<file path="src/rtl/mem_arb_pkg.sv">
// Shared types for the memory arbiter: FSM states, owner encoding, width defaults.
// No logic; imported by the arbiter, its grant sub-module and the bus interface.
package mem_arb_pkg;
    localparam int ADDR_W = 32;
    localparam int DATA_W = 32;
    localparam int MASK_W = 8;

    typedef enum logic [1:0] {
        IDLE  = 2'd0,
        ISSUE = 2'd1,
        WAIT  = 2'd2
    } state_t;

    typedef enum logic {
        OWN_IFU = 1'b0,
        OWN_LSU = 1'b1
    } owner_t;
endpackage

</file>
<file path="src/rtl/mem_arbiter_if.sv">
// Bundle of the fetch, load/store and shared-memory handshakes around the arbiter.
// master = arbiter side, slave = requesters plus memory.
interface mem_arbiter_if;
    import mem_arb_pkg::*;

    logic              ifu_req_valid;
    logic              ifu_req_ready;
    logic [ADDR_W-1:0] ifu_addr;
    logic              ifu_resp_valid;
    logic [DATA_W-1:0] ifu_rdata;

    logic              lsu_req_valid;
    logic              lsu_req_ready;
    logic [ADDR_W-1:0] lsu_addr;
    logic              lsu_wen;
    logic [DATA_W-1:0] lsu_wdata;
    logic [MASK_W-1:0] lsu_wmask;
    logic              lsu_resp_valid;
    logic [DATA_W-1:0] lsu_rdata;

    logic              mem_req_valid;
    logic              mem_req_ready;
    logic [ADDR_W-1:0] mem_addr;
    logic              mem_wen;
    logic [DATA_W-1:0] mem_wdata;
    logic [MASK_W-1:0] mem_wmask;
    logic              mem_resp_valid;
    logic [DATA_W-1:0] mem_rdata;

    modport master (
        input  ifu_req_valid, ifu_addr,
        output ifu_req_ready, ifu_resp_valid, ifu_rdata,
        input  lsu_req_valid, lsu_addr, lsu_wen, lsu_wdata, lsu_wmask,
        output lsu_req_ready, lsu_resp_valid, lsu_rdata,
        output mem_req_valid, mem_addr, mem_wen, mem_wdata, mem_wmask,
        input  mem_req_ready, mem_resp_valid, mem_rdata
    );

    modport slave (
        output ifu_req_valid, ifu_addr,
        input  ifu_req_ready, ifu_resp_valid, ifu_rdata,
        output lsu_req_valid, lsu_addr, lsu_wen, lsu_wdata, lsu_wmask,
        input  lsu_req_ready, lsu_resp_valid, lsu_rdata,
        input  mem_req_valid, mem_addr, mem_wen, mem_wdata, mem_wmask,
        output mem_req_ready, mem_resp_valid, mem_rdata
    );
endinterface

</file>
<file path="src/rtl/mem_arbiter_rr_arbiter2.sv">
// Two-way grant: one-hot grant (bit0 = IFU, bit1 = LSU), purely combinational.
// Tie-break is fixed LSU priority, or alternating when ARB_ROUND_ROBIN_EN is defined.
module rr_arbiter2
    import mem_arb_pkg::*;
(
    input  logic       req_ifu,
    input  logic       req_lsu,
`ifdef ARB_ROUND_ROBIN_EN
    input  owner_t     last_grant,
`endif
    output logic [1:0] grant
);
    always_comb begin
        grant = 2'b00;
        if (req_ifu && req_lsu) begin
`ifdef ARB_ROUND_ROBIN_EN
            grant = (last_grant == OWN_LSU) ? 2'b01 : 2'b10;
`else
            grant = 2'b10;
`endif
        end else if (req_lsu) begin
            grant = 2'b10;
        end else if (req_ifu) begin
            grant = 2'b01;
        end
    end
endmodule

</file>
<file path="src/rtl/mem_arbiter.sv">
// Shares one memory port between fetch and load/store, one transaction in flight.
// Accept-to-resp_valid is 3 cycles minimum; memory stalls hold ISSUE/WAIT, no new grant meanwhile.
// Optional ARB_ROUND_ROBIN_EN: alternating tie-break instead of fixed LSU priority.
module mem_arbiter
    import mem_arb_pkg::*;
(
    input  logic          clk,
    input  logic          rst,
    mem_arbiter_if.master bus
);
    state_t            state_q, state_d;
    owner_t            owner_q;
    logic [1:0]        grant;
    logic              latch;
    logic [ADDR_W-1:0] addr_q;
    logic              wen_q;
    logic [DATA_W-1:0] wdata_q;
    logic [MASK_W-1:0] wmask_q;
    logic [DATA_W-1:0] ifu_rdata_q, lsu_rdata_q;
    logic              ifu_resp_q, lsu_resp_q;
    logic              resp_done;

`ifdef ARB_ROUND_ROBIN_EN
    owner_t last_q;
`endif

    rr_arbiter2 u_arb (
        .req_ifu    (bus.ifu_req_valid),
        .req_lsu    (bus.lsu_req_valid),
`ifdef ARB_ROUND_ROBIN_EN
        .last_grant (last_q),
`endif
        .grant      (grant)
    );

    always_comb begin
        state_d = state_q;
        latch   = 1'b0;
        case (state_q)
            IDLE: begin
                if (grant != 2'b00) begin
                    latch   = 1'b1;
                    state_d = ISSUE;
                end
            end
            ISSUE:   if (bus.mem_req_ready)  state_d = WAIT;
            WAIT:    if (bus.mem_resp_valid) state_d = IDLE;
            default: state_d = IDLE;
        endcase
    end

    assign resp_done = (state_q == WAIT) && bus.mem_resp_valid;

    always_ff @(posedge clk or posedge rst) begin
        if (rst) state_q <= IDLE;
        else     state_q <= state_d;
    end

    // IFU transactions are always reads: write fields forced to zero when latched.
    always_ff @(posedge clk or posedge rst) begin
        if (rst) begin
            owner_q <= OWN_IFU;
            addr_q  <= '0;
            wen_q   <= 1'b0;
            wdata_q <= '0;
            wmask_q <= '0;
        end else if (latch) begin
            if (grant[1]) begin
                owner_q <= OWN_LSU;
                addr_q  <= bus.lsu_addr;
                wen_q   <= bus.lsu_wen;
                wdata_q <= bus.lsu_wdata;
                wmask_q <= bus.lsu_wmask;
            end else begin
                owner_q <= OWN_IFU;
                addr_q  <= bus.ifu_addr;
                wen_q   <= 1'b0;
                wdata_q <= '0;
                wmask_q <= '0;
            end
        end
    end

    always_ff @(posedge clk or posedge rst) begin
        if (rst) begin
            ifu_resp_q  <= 1'b0;
            lsu_resp_q  <= 1'b0;
            ifu_rdata_q <= '0;
            lsu_rdata_q <= '0;
        end else begin
            ifu_resp_q <= resp_done && (owner_q == OWN_IFU);
            lsu_resp_q <= resp_done && (owner_q == OWN_LSU);
            if (resp_done && owner_q == OWN_IFU) ifu_rdata_q <= bus.mem_rdata;
            if (resp_done && owner_q == OWN_LSU) lsu_rdata_q <= wen_q ? '0 : bus.mem_rdata;
        end
    end

`ifdef ARB_ROUND_ROBIN_EN
    always_ff @(posedge clk or posedge rst) begin
        if (rst)        last_q <= OWN_LSU;
        else if (latch) last_q <= grant[1] ? OWN_LSU : OWN_IFU;
    end
`endif

    // Readies are combinational from the grant; rst masks them without waiting for an edge.
    assign bus.ifu_req_ready  = latch && grant[0] && !rst;
    assign bus.lsu_req_ready  = latch && grant[1] && !rst;
    assign bus.ifu_resp_valid = ifu_resp_q;
    assign bus.lsu_resp_valid = lsu_resp_q;
    assign bus.ifu_rdata      = ifu_rdata_q;
    assign bus.lsu_rdata      = lsu_rdata_q;
    assign bus.mem_req_valid  = (state_q == ISSUE);
    assign bus.mem_addr       = addr_q;
    assign bus.mem_wen        = wen_q;
    assign bus.mem_wdata      = wdata_q;
    assign bus.mem_wmask      = wmask_q;
endmodule

</file>
<file path="src/flat_wrapper.sv">
// flat-port wrapper written by rule: the top's interface ports become plain ports
module mem_arbiter_flat import mem_arb_pkg::*;
  (clk, rst, bus_ifu_req_valid, bus_ifu_addr, bus_ifu_req_ready, bus_ifu_resp_valid, bus_ifu_rdata, bus_lsu_req_valid, bus_lsu_addr, bus_lsu_wen, bus_lsu_wdata, bus_lsu_wmask, bus_lsu_req_ready, bus_lsu_resp_valid, bus_lsu_rdata, bus_mem_req_valid, bus_mem_addr, bus_mem_wen, bus_mem_wdata, bus_mem_wmask, bus_mem_req_ready, bus_mem_resp_valid, bus_mem_rdata);
  mem_arbiter_if bus_i ();
  input  logic clk;
  input  logic rst;
  input wire logic [$bits(bus_i.ifu_req_valid)-1:0] bus_ifu_req_valid;
  input wire logic [$bits(bus_i.ifu_addr)-1:0] bus_ifu_addr;
  output wire logic [$bits(bus_i.ifu_req_ready)-1:0] bus_ifu_req_ready;
  output wire logic [$bits(bus_i.ifu_resp_valid)-1:0] bus_ifu_resp_valid;
  output wire logic [$bits(bus_i.ifu_rdata)-1:0] bus_ifu_rdata;
  input wire logic [$bits(bus_i.lsu_req_valid)-1:0] bus_lsu_req_valid;
  input wire logic [$bits(bus_i.lsu_addr)-1:0] bus_lsu_addr;
  input wire logic [$bits(bus_i.lsu_wen)-1:0] bus_lsu_wen;
  input wire logic [$bits(bus_i.lsu_wdata)-1:0] bus_lsu_wdata;
  input wire logic [$bits(bus_i.lsu_wmask)-1:0] bus_lsu_wmask;
  output wire logic [$bits(bus_i.lsu_req_ready)-1:0] bus_lsu_req_ready;
  output wire logic [$bits(bus_i.lsu_resp_valid)-1:0] bus_lsu_resp_valid;
  output wire logic [$bits(bus_i.lsu_rdata)-1:0] bus_lsu_rdata;
  output wire logic [$bits(bus_i.mem_req_valid)-1:0] bus_mem_req_valid;
  output wire logic [$bits(bus_i.mem_addr)-1:0] bus_mem_addr;
  output wire logic [$bits(bus_i.mem_wen)-1:0] bus_mem_wen;
  output wire logic [$bits(bus_i.mem_wdata)-1:0] bus_mem_wdata;
  output wire logic [$bits(bus_i.mem_wmask)-1:0] bus_mem_wmask;
  input wire logic [$bits(bus_i.mem_req_ready)-1:0] bus_mem_req_ready;
  input wire logic [$bits(bus_i.mem_resp_valid)-1:0] bus_mem_resp_valid;
  input wire logic [$bits(bus_i.mem_rdata)-1:0] bus_mem_rdata;
  assign bus_i.ifu_req_valid = bus_ifu_req_valid;
  assign bus_i.ifu_addr = bus_ifu_addr;
  assign bus_ifu_req_ready = bus_i.ifu_req_ready;
  assign bus_ifu_resp_valid = bus_i.ifu_resp_valid;
  assign bus_ifu_rdata = bus_i.ifu_rdata;
  assign bus_i.lsu_req_valid = bus_lsu_req_valid;
  assign bus_i.lsu_addr = bus_lsu_addr;
  assign bus_i.lsu_wen = bus_lsu_wen;
  assign bus_i.lsu_wdata = bus_lsu_wdata;
  assign bus_i.lsu_wmask = bus_lsu_wmask;
  assign bus_lsu_req_ready = bus_i.lsu_req_ready;
  assign bus_lsu_resp_valid = bus_i.lsu_resp_valid;
  assign bus_lsu_rdata = bus_i.lsu_rdata;
  assign bus_mem_req_valid = bus_i.mem_req_valid;
  assign bus_mem_addr = bus_i.mem_addr;
  assign bus_mem_wen = bus_i.mem_wen;
  assign bus_mem_wdata = bus_i.mem_wdata;
  assign bus_mem_wmask = bus_i.mem_wmask;
  assign bus_i.mem_req_ready = bus_mem_req_ready;
  assign bus_i.mem_resp_valid = bus_mem_resp_valid;
  assign bus_i.mem_rdata = bus_mem_rdata;
  mem_arbiter u_core (.clk(clk), .rst(rst), .bus(bus_i));
endmodule
</file>
<file path="config.mk">
export PLATFORM = sky130hd
export DESIGN_NAME = mem_arbiter_flat
export DESIGN_NICKNAME = d
export VERILOG_FILES = /design/src/rtl/mem_arb_pkg.sv /design/src/rtl/mem_arbiter_if.sv /design/src/rtl/mem_arbiter_rr_arbiter2.sv /design/src/rtl/mem_arbiter.sv /design/src/flat_wrapper.sv
export SDC_FILE = /design/constraint.sdc
export NUM_CORES = 1
export LEC_CHECK = 0
export ABC_AREA = 0
export ABC_CLOCK_PERIOD_IN_PS = 5000
export CAP_MARGIN = 20
export CORE_AREA = 2 2 128 130
export DETAILED_ROUTE_END_ITERATION = 8
export DIE_AREA = 0 0 130 132
export PLACE_DENSITY = 0.84
export SLEW_MARGIN = 30
export SYNTH_ARGS = -nofsm -noshare
export SYNTH_HDL_FRONTEND = slang
export SYNTH_HIERARCHICAL = 1
export SYNTH_SLANG_ARGS = --single-unit
</file>
<file path="constraint.sdc">
create_clock -name clk -period 5 [get_ports clk]
set_input_delay 1 -clock clk [delete_from_list [all_inputs] [get_ports clk]]
set_output_delay 1 -clock clk [all_outputs]
set_load 0.1 [all_outputs]
</file>
==> results.toml <==
[run_status]
status = "complete, no violations"

[clock_network]
numCtsBuffers = 17
clk_pin_slew_worst_paths_ns = 0.06
clk_path_buf_depth = 2
ctsResizeCount = 0
cts_setup_buffers = 0
h-tree-depth = 4
cts_tree = "done"
ctsHoldBuffers = 0
clk_latency_ns = 0.41
root_buffer = "clkbuf_16"
clock_sinks = 142

[min_path]
holdPathStages = 2
holdCritStartpoint = "u_core/bus.lsu_rdata[27]"
hold_path_class = "reg -> reg"
hold_path_end = "u_core/bus.lsu_rdata[27]"

[route]
drtIter0Drc = 183
wl_per_cell_um = 17.7
routed_wl_um = 16500
vias = 4478
routed_via_density = 4.81
drcViolationCount = 0
first_pass_iters = 5
ant_nets = 0

[global_routing]
track_usage_pct = 19.3
globalRouteOverflowTotal = 0
grt_max_degree = 80
antenna_found_initial = 0
grt_pass1_vias = 4702
grt_first_pass_wirelength_um = 25400

[sta]
slew_headroom_pct = 30.7
worst_pin_slew_ns = 1.04
fmax_mhz = 276
skew_ns = 0.00686
setup_tns_ns = 0
hold_violations = 0
post-route-period-util_pct = 72.4
min_period_ns = 3.62
setup_viol = 0
rsz0062_at_grt = "no"
slew_violations = 0
final.setup.worst_slack_ns = 1.38

[synthesis]
yosysSeqAreaShare_pct = 61.8
synth_top_area_share_pct = 61.8
synthArstFlopShare_pct = 100
syn_avg_cell_area_um2 = 13.6
netlist_instances = 424
synthTopCellsByCount = "142 x dfrtp_1, 96 x mux2_2, 41 x a22o_1, 34 x nand2_1, 34 x nand2b_1"
synth_top_area_cell = "dfrtp_1"
syn-num-nets = 567
synth-main-ff-cell = "dfrtp_1"
netlist_area_um2 = 5750
ys_top_cells_by_area = "dfrtp_1 62%, mux2_2 19%, a22o_1 6.2%"
synthMostInstantiatedCell = "dfrtp_1"
synth_edf_count = 0
synth_cell_types = 19
ys_ff_latch = 142
yosys_warnings = 6

[critical_path]
crit_fanout = 34
cp.required_ns = 4.00
reg2reg_depth = 4
worstSetupStartpointType = "flop"
rr_startpoint = "u_core/state_q[0]"
endpoint_kind = "primary output"
critical_path.top_delay_family = "buffers and inverters"
worst-path-buf-inv = 1
worst_ep_arrival_time_ns = 2.62
r2r_setup_slack_ns = 3.21
path_cells = "clkdlybuf4s50_1"
slowest_delay_ns = 1.29
slowest_stage = "clkdlybuf4s50_1"
r2r_end = "u_core/bus.mem_addr[7]"
crit_type = "reg -> out"

[layout]
fill_cells = 1228
fin_nets = 845
n_antenna_cell = 0
drive_gt1_share_pct = 19.6
synthToLayoutAreaGrowth_pct = 62.0

[floorplan]
die-area_um2 = 17200
die_w_um = 130
start_util_pct = 36.6
io_pins = 285
die_y_um = 132
row_count = 46
coreArea_um2 = 15700

[place]
hpwlAfterDp_um = 11800
portBuffers = 284
finalWeightedCongestion = 0.836
pre_cts_ws_ns = 1.58

[job]
maxCapViolCount = 0
[cell type report]
cell class / count / area [um^2] / share of cell area (%)
multi-input cells: 248 / 2030 / 21.8
inverters: 3 / 15.0 / 0.161
repair buffers: 290 / 2890 / 31.0
well taps: 216 / 270 / 2.90
clock buffers: 19 / 443 / 4.76
flip-flops and latches: 142 / 3550 / 38.2
clock inverters: 13 / 115 / 1.24
[worst register-to-register path: cells and delay by family (launching register included)]
| family | cells | cell delay, ns |
|---|---|---|
| buffers and inverters | 1 | 0.31 |
| muxes | 1 | 0.32 |
| DFF | 1 | 0.40 |
| and+or+nand+nor | 1 | 0.33 |
| AOI/OAI and AO/OA | 1 | 0.33 |
[worst max-delay path by stage]
stage / slack (ns) / startpoint / depth (start not counted) / to
floorplan: 0.008 / rst / 2 / bus_lsu_req_ready
global placement: 1.72 / bus_lsu_req_valid / 5 / u_core/bus.mem_addr[29]
detailed placement: 1.58 / bus_lsu_req_valid / 5 / u_core/bus.mem_addr[3]
CTS: 1.35 / u_core/bus.mem_wen / 1 / bus_mem_wen
global route: 1.26 / u_core/bus.mem_wen / 1 / bus_mem_wen
finish: 1.38 / u_core/bus.mem_wen / 1 / bus_mem_wen
[flip-flops by register name (all words and copies together), names as in the netlist]
signal,count
u_core/bus.mem_wmask,8
u_core/owner_q,1
u_core/bus.ifu_resp_valid,1
u_core/bus.ifu_rdata,32
u_core/bus.mem_wen,1
u_core/bus.mem_addr,32
u_core/bus.lsu_rdata,32
u_core/bus.lsu_resp_valid,1
u_core/state_q,2
u_core/bus.mem_wdata,32
[logic make-up (layout without fill, tap and decap cells)]
kind of cell           Yosys count  after routing  share of synthesized area (%)
and+or+nand+nor                 75             75                           6.85
AOI/OAI and AO/OA               77             77                           9.42
muxes                           96             96                           18.8
DFF                            142            142                           61.8
buffers and inverters           34            325                           3.13
[metal layers]
layer | up-vias | track usage (%) | share of wire (%)
li1 | 2044 | - | -
met1 | 2195 | 23.4 | 41
met2 | 211 | 32.3 | 50
met3 | 28 | 6.05 | 7.1
met4 | 0 | 6.69 | 2.3
met5 | - | 0 | 0
[stage by stage]
step | util [%] | cell area (um^2) | instances | hold slack [ns]
final | 59.3 | 9310 | 931 | 0.481
after floorplan | - | 5750 | 424 | 0.531
after global routing | 59.3 | 9310 | 931 | 0.517
after detailed placement | 55.7 | 8750 | 899 | 0.472
after CTS | 59.3 | 9310 | 931 | 0.485
after global placement | 55.7 | 8760 | 899 | 0.464
[layout by cell type (no fill, tap or decap), drive strengths merged]
cell and count:
buf 10, inv 4, clkdlybuf4s50 280, mux2 96, o21ai 35, nor2b 1
a21o 1, nor3b 1, nand2b 34, clkinv 6, nand4b 1, clkbuf 19
and2 1, and3 1, dfrtp 142, a22o 41, nor2 2, nand2 34
clkinvlp 5, bufinv 1
Power is not shown: default switching activity piles up to over one toggle a cycle in this logic, so the estimate is an artifact.
